### config.mk
export PLATFORM = sky130hd
export DESIGN_NAME = writeback_unit_flat
export DESIGN_NICKNAME = d
export VERILOG_FILES = /design/src/rtl/writeback_unit_pkg.sv /design/src/rtl/writeback_unit_if.sv /design/src/rtl/writeback_unit_wb_fifo.sv /design/src/rtl/writeback_unit.sv /design/src/flat_wrapper.sv
export SDC_FILE = /design/constraint.sdc
export NUM_CORES = 1
export LEC_CHECK = 0
export BUFFER_PORTS_ARGS = -buffer_cell sky130_fd_sc_hd__buf_2
export CAP_MARGIN = 20
export CORE_ASPECT_RATIO = 0.9
export CORE_MARGIN = 5
export CORE_UTILIZATION = 30
export DETAILED_ROUTE_END_ITERATION = 7
export SLEW_MARGIN = 25
export SYNTH_ARGS = -nofsm -noshare
export SYNTH_HDL_FRONTEND = slang
export SYNTH_HIERARCHICAL = 1
export SYNTH_SLANG_ARGS = --single-unit
### constraint.sdc
create_clock -name clk -period 10.16 [get_ports clk]
set_clock_uncertainty 0.2 [all_clocks]
set_input_delay 1.524 -clock clk [delete_from_list [all_inputs] [get_ports clk]]
set_output_delay 1.524 -clock clk [all_outputs]
set_load 0.01 [all_outputs]
### src/rtl/writeback_unit_pkg.sv
// Shared types and widths for the register-file writeback path.
package writeback_unit_pkg;

  localparam int DATA_W             = 32;
  localparam int ADDR_W             = 5;
  localparam int DEFAULT_FIFO_DEPTH = 2;

  typedef enum logic {
    SRC_ALU = 1'b0,
    SRC_MEM = 1'b1
  } src_t;

  typedef struct packed {
    logic [ADDR_W-1:0] rd;
    logic [DATA_W-1:0] data;
  } wb_entry_t;

endpackage

### src/rtl/writeback_unit_if.sv
// Producer handshakes, regfile write port and decode forwarding lookup.
interface writeback_unit_if;
  import writeback_unit_pkg::*;

  // Each producer transfers on a posedge where valid && ready; ready depends
  // only on registered queue state, and data is ignored without a transfer.
  logic              alu_valid;
  logic              alu_ready;
  logic [ADDR_W-1:0] alu_rd;
  logic [DATA_W-1:0] alu_data;
  logic              mem_valid;
  logic              mem_ready;
  logic [ADDR_W-1:0] mem_rd;
  logic [DATA_W-1:0] mem_data;

  logic              writeEnable;
  logic [ADDR_W-1:0] writeAddr;
  logic [DATA_W-1:0] writeData;

  logic [ADDR_W-1:0] fwdAddrA;
  logic [ADDR_W-1:0] fwdAddrB;
  logic              fwdHitA;
  logic              fwdHitB;
  logic [DATA_W-1:0] fwdDataA;
  logic [DATA_W-1:0] fwdDataB;

  src_t              dbg_last_grant;

  modport slave (
    input  alu_valid, alu_rd, alu_data,
    input  mem_valid, mem_rd, mem_data,
    input  fwdAddrA, fwdAddrB,
    output alu_ready, mem_ready,
    output writeEnable, writeAddr, writeData,
    output fwdHitA, fwdHitB, fwdDataA, fwdDataB,
    output dbg_last_grant
  );

  modport master (
    output alu_valid, alu_rd, alu_data,
    output mem_valid, mem_rd, mem_data,
    output fwdAddrA, fwdAddrB,
    input  alu_ready, mem_ready,
    input  writeEnable, writeAddr, writeData,
    input  fwdHitA, fwdHitB, fwdDataA, fwdDataB,
    input  dbg_last_grant
  );

endinterface

### src/rtl/writeback_unit_wb_fifo.sv
// Synchronous FIFO with extra-bit pointers; push is ignored when full.
module writeback_unit_wb_fifo #(
  parameter int  DEPTH   = 2,
  parameter type entry_t = logic
) (
  input  logic   clk,
  input  logic   rst,
  input  logic   push_i,
  input  entry_t push_data_i,
  input  logic   pop_i,
  output logic   full_o,
  output logic   empty_o,
  output entry_t head_o
);

  localparam int PTR_W = $clog2(DEPTH);

  logic [PTR_W:0] wr_ptr_q, wr_ptr_d;
  logic [PTR_W:0] rd_ptr_q, rd_ptr_d;
  entry_t         mem_q [DEPTH];
  logic           push_ok;
  logic           pop_ok;

  assign empty_o = (wr_ptr_q == rd_ptr_q);
  assign full_o  = (wr_ptr_q[PTR_W] != rd_ptr_q[PTR_W]) &&
                   (wr_ptr_q[PTR_W-1:0] == rd_ptr_q[PTR_W-1:0]);
  // A full queue refuses a push even in a cycle where it also pops.
  assign push_ok = push_i && !full_o;
  assign pop_ok  = pop_i && !empty_o;
  assign head_o  = mem_q[rd_ptr_q[PTR_W-1:0]];

  always_comb begin
    wr_ptr_d = wr_ptr_q;
    rd_ptr_d = rd_ptr_q;
    if (push_ok) wr_ptr_d = wr_ptr_q + 1'b1;
    if (pop_ok)  rd_ptr_d = rd_ptr_q + 1'b1;
  end

  always_ff @(posedge clk) begin
    if (rst) begin
      wr_ptr_q <= '0;
      rd_ptr_q <= '0;
    end else begin
      wr_ptr_q <= wr_ptr_d;
      rd_ptr_q <= rd_ptr_d;
    end
  end

  always_ff @(posedge clk) begin
    if (push_ok) mem_q[wr_ptr_q[PTR_W-1:0]] <= push_data_i;
  end

endmodule

### src/rtl/writeback_unit.sv
// Collects ALU and load results, arbitrates fairly, drives the registered
// regfile write port and a same-cycle forwarding lookup for decode.
module writeback_unit
  import writeback_unit_pkg::*;
#(
  parameter int FIFO_DEPTH = DEFAULT_FIFO_DEPTH
) (
  input logic             clk,
  input logic             rst,
  writeback_unit_if.slave wb
);

  logic      alu_full, alu_empty, alu_push, alu_pop;
  logic      mem_full, mem_empty, mem_push, mem_pop;
  wb_entry_t alu_in, mem_in, alu_head, mem_head;

  src_t              grant_q, grant_d;
  logic              we_q, we_d;
  logic [ADDR_W-1:0] waddr_q, waddr_d;
  logic [DATA_W-1:0] wdata_q, wdata_d;

  assign wb.alu_ready = !alu_full;
  assign wb.mem_ready = !mem_full;

  // x0 writes complete their handshake but never reach a queue.
  assign alu_push = wb.alu_valid && !alu_full && (wb.alu_rd != '0);
  assign mem_push = wb.mem_valid && !mem_full && (wb.mem_rd != '0);
  assign alu_in   = '{rd: wb.alu_rd, data: wb.alu_data};
  assign mem_in   = '{rd: wb.mem_rd, data: wb.mem_data};

  writeback_unit_wb_fifo #(.DEPTH(FIFO_DEPTH), .entry_t(wb_entry_t)) u_alu_fifo (
    .clk        (clk),
    .rst        (rst),
    .push_i     (alu_push),
    .push_data_i(alu_in),
    .pop_i      (alu_pop),
    .full_o     (alu_full),
    .empty_o    (alu_empty),
    .head_o     (alu_head)
  );

  writeback_unit_wb_fifo #(.DEPTH(FIFO_DEPTH), .entry_t(wb_entry_t)) u_mem_fifo (
    .clk        (clk),
    .rst        (rst),
    .push_i     (mem_push),
    .push_data_i(mem_in),
    .pop_i      (mem_pop),
    .full_o     (mem_full),
    .empty_o    (mem_empty),
    .head_o     (mem_head)
  );

  always_comb begin
    alu_pop = 1'b0;
    mem_pop = 1'b0;
    grant_d = grant_q;
    we_d    = 1'b0;
    waddr_d = waddr_q;
    wdata_d = wdata_q;
    // Under contention the source that did not win last time goes first.
    if (!alu_empty && !mem_empty) begin
      if (grant_q == SRC_ALU) mem_pop = 1'b1;
      else                    alu_pop = 1'b1;
    end else if (!alu_empty) begin
      alu_pop = 1'b1;
    end else if (!mem_empty) begin
      mem_pop = 1'b1;
    end
    if (alu_pop) begin
      grant_d = SRC_ALU;
      we_d    = 1'b1;
      waddr_d = alu_head.rd;
      wdata_d = alu_head.data;
    end else if (mem_pop) begin
      grant_d = SRC_MEM;
      we_d    = 1'b1;
      waddr_d = mem_head.rd;
      wdata_d = mem_head.data;
    end
  end

  always_ff @(posedge clk) begin
    if (rst) begin
      grant_q <= SRC_ALU;
      we_q    <= 1'b0;
      waddr_q <= '0;
      wdata_q <= '0;
    end else begin
      grant_q <= grant_d;
      we_q    <= we_d;
      waddr_q <= waddr_d;
      wdata_q <= wdata_d;
    end
  end

  assign wb.writeEnable    = we_q;
  assign wb.writeAddr      = waddr_q;
  assign wb.writeData      = wdata_q;
  assign wb.dbg_last_grant = grant_q;

  // The regfile still returns the old value during the commit cycle.
  assign wb.fwdHitA  = we_q && (wb.fwdAddrA == waddr_q) && (wb.fwdAddrA != '0);
  assign wb.fwdHitB  = we_q && (wb.fwdAddrB == waddr_q) && (wb.fwdAddrB != '0);
  assign wb.fwdDataA = wb.fwdHitA ? wdata_q : '0;
  assign wb.fwdDataB = wb.fwdHitB ? wdata_q : '0;

endmodule

### src/flat_wrapper.sv
// flat-port wrapper written by rule: the top's interface ports become plain ports
module writeback_unit_flat import writeback_unit_pkg::*;
#(
  parameter int FIFO_DEPTH = DEFAULT_FIFO_DEPTH
)
  (clk, rst, wb_alu_valid, wb_alu_rd, wb_alu_data, wb_mem_valid, wb_mem_rd, wb_mem_data, wb_fwdAddrA, wb_fwdAddrB, wb_alu_ready, wb_mem_ready, wb_writeEnable, wb_writeAddr, wb_writeData, wb_fwdHitA, wb_fwdHitB, wb_fwdDataA, wb_fwdDataB, wb_dbg_last_grant);
  writeback_unit_if wb_i ();
  input logic clk;
  input logic rst;
  input wire logic [$bits(wb_i.alu_valid)-1:0] wb_alu_valid;
  input wire logic [$bits(wb_i.alu_rd)-1:0] wb_alu_rd;
  input wire logic [$bits(wb_i.alu_data)-1:0] wb_alu_data;
  input wire logic [$bits(wb_i.mem_valid)-1:0] wb_mem_valid;
  input wire logic [$bits(wb_i.mem_rd)-1:0] wb_mem_rd;
  input wire logic [$bits(wb_i.mem_data)-1:0] wb_mem_data;
  input wire logic [$bits(wb_i.fwdAddrA)-1:0] wb_fwdAddrA;
  input wire logic [$bits(wb_i.fwdAddrB)-1:0] wb_fwdAddrB;
  output wire logic [$bits(wb_i.alu_ready)-1:0] wb_alu_ready;
  output wire logic [$bits(wb_i.mem_ready)-1:0] wb_mem_ready;
  output wire logic [$bits(wb_i.writeEnable)-1:0] wb_writeEnable;
  output wire logic [$bits(wb_i.writeAddr)-1:0] wb_writeAddr;
  output wire logic [$bits(wb_i.writeData)-1:0] wb_writeData;
  output wire logic [$bits(wb_i.fwdHitA)-1:0] wb_fwdHitA;
  output wire logic [$bits(wb_i.fwdHitB)-1:0] wb_fwdHitB;
  output wire logic [$bits(wb_i.fwdDataA)-1:0] wb_fwdDataA;
  output wire logic [$bits(wb_i.fwdDataB)-1:0] wb_fwdDataB;
  output wire logic [$bits(wb_i.dbg_last_grant)-1:0] wb_dbg_last_grant;
  assign wb_i.alu_valid = wb_alu_valid;
  assign wb_i.alu_rd = wb_alu_rd;
  assign wb_i.alu_data = wb_alu_data;
  assign wb_i.mem_valid = wb_mem_valid;
  assign wb_i.mem_rd = wb_mem_rd;
  assign wb_i.mem_data = wb_mem_data;
  assign wb_i.fwdAddrA = wb_fwdAddrA;
  assign wb_i.fwdAddrB = wb_fwdAddrB;
  assign wb_alu_ready = wb_i.alu_ready;
  assign wb_mem_ready = wb_i.mem_ready;
  assign wb_writeEnable = wb_i.writeEnable;
  assign wb_writeAddr = wb_i.writeAddr;
  assign wb_writeData = wb_i.writeData;
  assign wb_fwdHitA = wb_i.fwdHitA;
  assign wb_fwdHitB = wb_i.fwdHitB;
  assign wb_fwdDataA = wb_i.fwdDataA;
  assign wb_fwdDataB = wb_i.fwdDataB;
  assign wb_dbg_last_grant = wb_i.dbg_last_grant;
  writeback_unit #(.FIFO_DEPTH(FIFO_DEPTH)) u_core (.clk(clk), .rst(rst), .wb(wb_i));
endmodule
* Yosys cells after proc, flatten, opt, wreduce, memory -nomap -nowiden *
Memory sizes are Yosys's and may differ from the RTL's. A register that Yosys moved wholly into a read port is not among the register bits.
Index checks and enable logic that the tools add are counted.

word-level totals
  flip-flop bits (word level) = 47
  RAM bits = 148
  output and inout bits = 107
  memories kept = 2

cells by class
  add/subtract/negate cells = 4
  equal/unequal tests = 8
  muxes and demuxes = 23
  reductions and logical operators = 25

memory list
  memory                   words  bits a word  read ports  clocked after memory_dff  write ports  RTL line                      source
  u_core.u_alu_fifo.mem_q  2      37           1           1                         1            writeback_unit_wb_fifo.sv:20  entry_t mem_q [DEPTH];
  u_core.u_mem_fifo.mem_q  2      37           1           1                         1            writeback_unit_wb_fifo.sv:20

operators with widths
  operator                                      number
  2-to-1 mux 32 bit                             4
  nonzero test 5 bit                            4
  2-to-1 mux 1 bit                              17
  logical AND 1 bit                             15
  == test 5 bit                                 2
  2-to-1 mux 5 bit                              2
  adder 2 x 1 -> 2 bit (second input constant)  4
  == test 2 bit                                 2
  zero test 1 bit                               4
  == test 1 bit                                 2
  inequality test 1 bit                         2
  nonzero test 2 bit                            1
  OR reduction 2 bit                            1

* Longest topological paths before layout *
Gate-level depths: netlist (run 1).

  depth after elaboration = 8
  gate-level depth with buffers = 10
  depth with buffers taken out = 7

* Modules after synthesis *
Netlist (run 1), hierarchy kept.

modules (own cells, without submodules)
  module                  instances  cells an instance  area each (um^2)
  writeback_unit_wb_fifo  2          148                2942.8
  writeback_unit          1          243                2446.1

* Least setup slack after synthesis (run 1) *
Ideal clock, no wire load.

  kind = in2reg
  start = in wb_alu_rd[1]
  end = mem u_core/u_alu_fifo/mem_q[1][0] (netlist name), enable pin
  setup time = 0.444 ns
  arrival time = 3.771 ns
  slack = 5.745 ns
  stages on the path = 4
  cell sequence = or3_1 > o311a_1 > nand2_1 > a21oi_1

on the way
  cells in the longest elaborated chain, start to end = 5

RTL lines
  what                                    RTL line                      source
  start: declaration                      flat_wrapper.sv:11            input wire logic [$bits(wb_i.alu_rd)-1:0] wb_alu_rd;
  nonzero test 5 bit                      writeback_unit.sv:26          assign alu_push = wb.alu_valid && !alu_full && (wb.alu_rd != '0);
  logical AND 1 bit                       writeback_unit.sv:26
  named net u_core.alu_push               writeback_unit.sv:13          logic alu_full, alu_empty, alu_push, alu_pop;
  logical AND 1 bit                       writeback_unit_wb_fifo.sv:28  assign push_ok = push_i && !full_o;
  2-to-1 mux 1 bit                        writeback_unit_wb_fifo.sv:50  if (push_ok) mem_q[wr_ptr_q[PTR_W-1:0]] <= push_data_i;
  2-to-1 mux 1 bit (not written as such)  writeback_unit_wb_fifo.sv:50
  end: declaration                        writeback_unit_wb_fifo.sv:20

The timed path passes the listed nets, and every way through them passes these cells.

* Final worst setup path (run 1) *
  start = in wb_fwdAddrB[2]
  end = out wb_fwdDataB[13]

on the way
  cells in the longest elaborated chain, start to end = 4
  elaborated cells between the ends (all ways) = 5
  those cells by class = eq/ne: 1; mux: 1; reduce/logical: 3

RTL lines
  what                   RTL line               source
  start: declaration     flat_wrapper.sv:17     input wire logic [$bits(wb_i.fwdAddrB)-1:0] wb_fwdAddrB;
  == test 5 bit          writeback_unit.sv:103  assign wb.fwdHitB = we_q && (wb.fwdAddrB == waddr_q) && (wb.fwdAddrB != '0);
  logical AND 1 bit      writeback_unit.sv:103
  logical AND 1 bit (*)  writeback_unit.sv:103
  2-to-1 mux 32 bit (*)  writeback_unit.sv:105  assign wb.fwdDataB = wb.fwdHitB ? wdata_q : '0;
  end: declaration       flat_wrapper.sv:26     output wire logic [$bits(wb_i.fwdDataB)-1:0] wb_fwdDataB;

Mark *: on every way between the ends. The rest lies on a longest branch, timed or not.

==> impl_metrics.env, run 1 <==
export IMPL_run_status="completed"
export IMPL_synthesis_area_mm2=0.008332
export IMPL_design_die_area_mm2=0.03121
export IMPL_cts_setup_buffers=0
export IMPL_crit_path_max_incr_delay_ns=0.72
export IMPL_core_area_mm2=0.02717
export IMPL_post_dp_cell_area_mm2=0.009719
export IMPL_power_static_leakage_uw=0.003935
export IMPL_hold_viol=0
export IMPL_power_share_sequential=0.424
export IMPL_start_util=0.3066
export IMPL_drv_slew=0
export IMPL_fmax_ghz=0.1965
export IMPL_ys_dominant_reg_cell="sky130_fd_sc_hd__edfxtp_1"
export IMPL_clk_pin_slew_worst_paths_ns=0.07
export IMPL_met1_usage=0.1866
export IMPL_worst_skew_pair_late_latency_ns=0.43
export IMPL_clkPwrFrac=0.230
export IMPL_critical_path_launch_point_type="input port"
export IMPL_critPathArrivalTime_ns=3.36
export IMPL_gp_congestion=0.7588
export IMPL_viasPerCell=4.966
export IMPL_sw_ratio=0.3643
export IMPL_route_antenna_remaining_nets=0
export IMPL_clkSinkCount=197
export IMPL_cts_root_buffer="sky130_fd_sc_hd__clkbuf_16"
export IMPL_area_growth_pct=23.79
export IMPL_port_buffer_count=194
export IMPL_synthCells=539
export IMPL_num_nets_final=807
export IMPL_finalInstanceArea_mm2=0.01031
export IMPL_global_route_wire_length_before_repair_um=34150
export IMPL_timing_slew_headroom=0.3416
export IMPL_first_global_vias=5679
export IMPL_synthesis_yosys_warnings=6
export IMPL_leading_cell_type_in_the_layout_fill_and_taps_excluded="sky130_fd_sc_hd__buf_2"
export IMPL_n_fill_cell=2598
export IMPL_synth_seq_area_share=0.6511
export IMPL_synth_avg_cell_area_um2=15.46
export IMPL_h_tree_depth=4
export IMPL_tightest_slew_ns=0.9876
export IMPL_detail_route_wirelength_um=22580
export IMPL_critical_path_most_common_cell="sky130_fd_sc_hd__buf_2"
export IMPL_row_count=57
export IMPL_cts_hold_buf=0
export IMPL_setup_total_negative_slack_ns=0
export IMPL_maximum_number_of_pins_on_one_net_before_global_route_repair=39
export IMPL_critical_path_cell_chain="buf_2, xnor2_1, nand3_2, nor4b_1, buf_2"
export IMPL_grt_overflow_total=0
export IMPL_switchingPower_uw=1062
export IMPL_critPathSlowestCell="sky130_fd_sc_hd__nand3_2"
export IMPL_drive_gt1_frac=0.4467
export IMPL_detail_route_first_pass_iterations=4
export IMPL_die_width_um=185.7
export IMPL_setup_viol=0
export IMPL_cts_repair_resize_count=0
export IMPL_synth_async_sr_flop_share=0
export IMPL_dieHeight_um=168.1
export IMPL_use_met3=0.03495
export IMPL_numCtsBuffers=17
export IMPL_global_route_usage_met2=0.2472
export IMPL_critical_path_maximum_fanout=33
export IMPL_detail_route_drc_violations=0
export IMPL_final_min_clock_period_ns=5.088
export IMPL_detailroute_via_count=5398
export IMPL_grt_busiest_layer="met2"
export IMPL_fin_crit_sh=0.5008
export IMPL_grt_util_all_layers=0.1443
export IMPL_yosys_cell_types_count=32
export IMPL_synth_fp_nets=627
export IMPL_min_delay_path_class="reg2reg"
export IMPL_ios=195
export IMPL_maxCapViolations=0
export IMPL_grt_antenna_before_repair=1
export IMPL_cellInternalPower_uw=1853
export IMPL_synth_edff_count=148
export IMPL_core_utilization_of_the_finished_layout=0.3796
export IMPL_vdd_drop_max_uv=255.4
export IMPL_combPwrFrac=0.346
export IMPL_cts_root_to_sink_buffers=2
export IMPL_layout_cells_most_common_list="sky130_fd_sc_hd__buf_2 (194), sky130_fd_sc_hd__edfxtp_1 (148), sky130_fd_sc_hd__mux2_2 (74)"
export IMPL_dp_final_hpwl_um=14550
export IMPL_drt_initial_drc_count=266
export IMPL_postSynthRegisterBits=197
export IMPL_grt_setup_unrepaired="false"
export IMPL_powerDensity_mw_per_mm2=282.7
export IMPL_post_drt_wl_per_cell_um=20.77
export IMPL_worstPathRequired_ns=8.44
export IMPL_criticalPathCategory="in2out"
export IMPL_cp_end_kind="primary output"
export IMPL_cts_tree="done"
## cells by family after synthesis
kind of cell / share of synthesized area
flip-flops: 0.6511
buffers and inverters: 0.02898
AO/OA/AOI/OAI: 0.06172
AND/OR/NAND/NOR: 0.09236
XOR/XNOR: 0.01652
multiplexers: 0.1493
## power by group through the flow
stage / sequential [µW] / clock (µW) / combinational (µW)
2_1_floorplan: 1170 / 0 / 730
3_3_place_gp: 1250 / 0 / 978
3_5_place_dp: 1260 / 0 / 1020
4_1_cts: 1240 / 692 / 1030
5_1_grt: 1260 / 726 / 1100
6_report: 1240 / 671 / 1010
## synth_stat cells (all sizes together) (4+ instances only)
library cell	number	area share
nand2	10	0.0045
inv	7	0.0032
a311oi	6	0.0078
buf	20	0.016
clkbuf	21	0.0095
xor2	4	0.0042
xnor2	10	0.012
mux2	74	0.10
o2bb2ai	37	0.039
nor4b	64	0.067
dfxtp	49	0.12
edfxtp	148	0.53
a21oi	8	0.0075
nor2	15	0.0068
mux2i	41	0.049
## final timing paths
check,start,to,slack (ns),cells after the start
hold reg to reg,u_core/wb.writeData[18],u_core/wb.writeData[18],0.30,1
setup / recovery,wb_fwdAddrB[2],wb_fwdDataB[13],5.07,5
hold / removal,u_core/wb.writeData[18],u_core/wb.writeData[18],0.30,1
setup reg to reg,u_core/u_alu_fifo/rd_ptr_q[0],u_core/u_alu_fifo/mem_q[1][15],7.12,7
## layout make-up
class / instances / area, µm² / area share
antenna: 1 / 2.502 / 0.0002426
clock buffer: 18 / 429.2 / 0.04161
clock inverter: 14 / 162.7 / 0.01577
inverter: 7 / 26.28 / 0.002548
multi-input combinational: 294 / 2726 / 0.2643
sequential: 197 / 5433 / 0.5268
tap: 354 / 442.9 / 0.04295
timing repair buffer: 202 / 1091 / 0.1058
## sequential cells by signal (all words and copies together), names as in the netlist, named ones only
register,cells
u_core/u_mem_fifo/wr_ptr_q,2
u_core/wb.writeAddr,5
u_core/u_mem_fifo/rd_ptr_q,2
u_core/u_alu_fifo/wr_ptr_q,2
u_core/wb.dbg_last_grant,1
u_core/wb.writeData,32
u_core/u_mem_fifo/mem_q,74
u_core/u_alu_fifo/rd_ptr_q,2
u_core/u_alu_fifo/mem_q,74
u_core/wb.writeEnable,1
## worst max-delay path: cells and delay by family
kind	cells	cell delay (ns)
simple gates	2	1.32
buf+inv	2	0.31
xor+xnor	1	0.17
## stage by stage
stage	instances	hold slack (ns)	total power (µW)	worst slack, ns
final	1087	0.2959	2915	5.072
after detailed placement	1054	0.2850	2280	5.124
after CTS	1086	0.2979	2959	5.114
after floorplan	539	0.3064	1904	5.745
after global routing	1087	0.3150	3084	4.858
after global placement	1051	0.2815	2229	5.145
## metal layers
metal  share of wire  up-vias  wire length, µm
li1                -     2484                -
met1            0.45     2740            10160
met2            0.49      155            10970
met3           0.054       19             1210
met4           0.011        0              239
met5               0        -                0
No activity file was read; power rests on OpenSTA's default activity.
==> inputs of run 2 (changes only) <==
==> constraint.sdc (replaced) <==
create_clock -name clk -period 4.2 [get_ports clk]
set_clock_uncertainty 0.2 [all_clocks]
set_input_delay 0.63 -clock clk [delete_from_list [all_inputs] [get_ports clk]]
set_output_delay 0.63 -clock clk [all_outputs]
set_load 0.01 [all_outputs]
==> impl_metrics.env, run 2 (same netlist as run 1, synthesis figures left out) <==
export IMPL_fin_crit_sh=0.8375
export IMPL_cts_root_buffer="sky130_fd_sc_hd__clkbuf_16"
export IMPL_maxCapViolations=0
export IMPL_criticalPathCategory="reg2out"
export IMPL_worstPathRequired_ns=3.37
export IMPL_detail_route_drc_violations=0
export IMPL_cts_setup_buffers=0
export IMPL_powerDensity_mw_per_mm2=679.8
export IMPL_leading_cell_type_in_the_layout_fill_and_taps_excluded="sky130_fd_sc_hd__buf_2"
export IMPL_layout_cells_most_common_list="sky130_fd_sc_hd__buf_2 (194), sky130_fd_sc_hd__edfxtp_1 (148), sky130_fd_sc_hd__mux2_2 (74)"
export IMPL_ios=195
export IMPL_core_area_mm2=0.02717
export IMPL_tightest_slew_ns=1.026
export IMPL_dieHeight_um=168.1
export IMPL_timing_slew_headroom=0.3158
export IMPL_num_nets_final=811
export IMPL_crit_path_max_incr_delay_ns=0.73
export IMPL_critical_path_cell_chain="or4_4, a21oi_4, buf_4, nor4b_1, buf_2"
export IMPL_worst_skew_pair_late_latency_ns=0.42
export IMPL_detail_route_first_pass_iterations=4
export IMPL_post_drt_wl_per_cell_um=20.82
export IMPL_post_dp_cell_area_mm2=0.009739
export IMPL_cts_hold_buf=0
export IMPL_design_die_area_mm2=0.03121
export IMPL_grt_antenna_before_repair=2
export IMPL_clk_pin_slew_worst_paths_ns=0.08
export IMPL_critPathArrivalTime_ns=2.69
export IMPL_grt_util_all_layers=0.1453
export IMPL_grt_overflow_total=0
export IMPL_grt_setup_unrepaired="false"
export IMPL_gp_congestion=0.7250
export IMPL_port_buffer_count=194
export IMPL_first_global_vias=5599
export IMPL_dp_final_hpwl_um=15200
export IMPL_drive_gt1_frac=0.4497
export IMPL_drt_initial_drc_count=322
export IMPL_detail_route_wirelength_um=22710
export IMPL_fmax_ghz=0.2843
export IMPL_route_antenna_remaining_nets=0
export IMPL_critical_path_launch_point_type="register"
export IMPL_critical_path_maximum_fanout=23
export IMPL_cts_root_to_sink_buffers=2
export IMPL_hold_ws_ns=0.1884
export IMPL_run_status="completed"
export IMPL_detailroute_via_count=5324
export IMPL_total_power_uw=7025
export IMPL_numCtsBuffers=17
export IMPL_h_tree_depth=4
export IMPL_cts_repair_resize_count=0
export IMPL_finalInstanceArea_mm2=0.01033
export IMPL_power_static_leakage_uw=0.003946
export IMPL_viasPerCell=4.880
export IMPL_clkSinkCount=197
export IMPL_global_route_wire_length_before_repair_um=34390
export IMPL_maximum_number_of_pins_on_one_net_before_global_route_repair=39
export IMPL_vdd_drop_max_uv=332.5
export IMPL_hold_viol=0
export IMPL_final_min_clock_period_ns=3.518
export IMPL_setup_viol=0
export IMPL_cp_end_kind="primary output"
export IMPL_start_util=0.3066
export IMPL_area_growth_pct=24.03
export IMPL_drv_slew=0
export IMPL_min_delay_path_class="in2reg"
export IMPL_setup_total_negative_slack_ns=0
export IMPL_cts_tree="done"
export IMPL_die_width_um=185.7
export IMPL_row_count=57
export IMPL_core_utilization_of_the_finished_layout=0.3803
export IMPL_critPathSlowestCell="sky130_fd_sc_hd__a21oi_4"
[run 2: cell types whose count changed in the layout (fill, tap and decap cells not counted), moves of 2 or more]
cell,previous run,this run
sky130_fd_sc_hd__inv_8,7,5
sky130_fd_sc_hd__buf_4,5,8
sky130_fd_sc_hd__buf_12,0,4
sky130_fd_sc_hd__buf_16,3,0
[run 2: layout make-up]
| type | instances | area, µm² |
|---|---|---|
| diodes | 1 | 2.502 |
| clock buffers | 17 | 425.4 |
| clock inverters | 15 | 166.4 |
| fillers | 2619 | 16840 |
| inverters | 7 | 26.28 |
| multi-input cells | 294 | 2726 |
| flip-flops and latches | 197 | 5433 |
| well taps | 354 | 442.9 |
| repair buffers | 206 | 1111 |
[run 2: final timing paths]
path / from / depth (start not counted) / to / slack (ns)
max reg2reg: u_core/u_mem_fifo/rd_ptr_q[0] / 6 / u_core/u_mem_fifo/mem_q[0][34] / 1.33
max: u_core/wb.writeAddr[0] / 5 / wb_fwdDataA[15] / 0.68
min reg2reg: u_core/wb.writeData[18] / 1 / u_core/wb.writeData[18] / 0.30
min: wb_alu_data[6] / 1 / u_core/u_alu_fifo/mem_q[0][6] / 0.19
[run 2: report_power, final]
group          total [µW]  switching [µW]  leakage (µW)  internal (µW)
sequential           2980             399       0.00179           2590
clock                1620             770      0.000290            849
combinational        2420            1390       0.00187           1030
total                7030            2560       0.00395           4470
[run 2: stage by stage]
| step | cells | setup WS [ns] |
|---|---|---|
| 2_1_floorplan | 539 | 0.5008 |
| 3_3_place_gp | 1057 | 1.133 |
| 3_5_place_dp | 1058 | 1.070 |
| 4_1_cts | 1090 | 0.5950 |
| 5_1_grt | 1091 | 0.5450 |
| 6_report | 1091 | 0.6824 |
[run 2: worst max-delay path: cells and delay by family (launching register included)]
kind | cells | cell delay (ns)
AND/OR/NAND/NOR | 2 | 0.66
flip-flops | 1 | 0.36
buffers and inverters | 2 | 0.49
AO/OA/AOI/OAI | 1 | 0.73
[run 2: routing by layer]
metal / up-vias / track usage / part of all wire
li1: 2493 / - / -
met1: 2677 / 0.1964 / 0.45
met2: 137 / 0.2430 / 0.48
met3: 15 / 0.02805 / 0.055
met4: 2 / 0.03294 / 0.011
met5: - / 0 / 0.00057
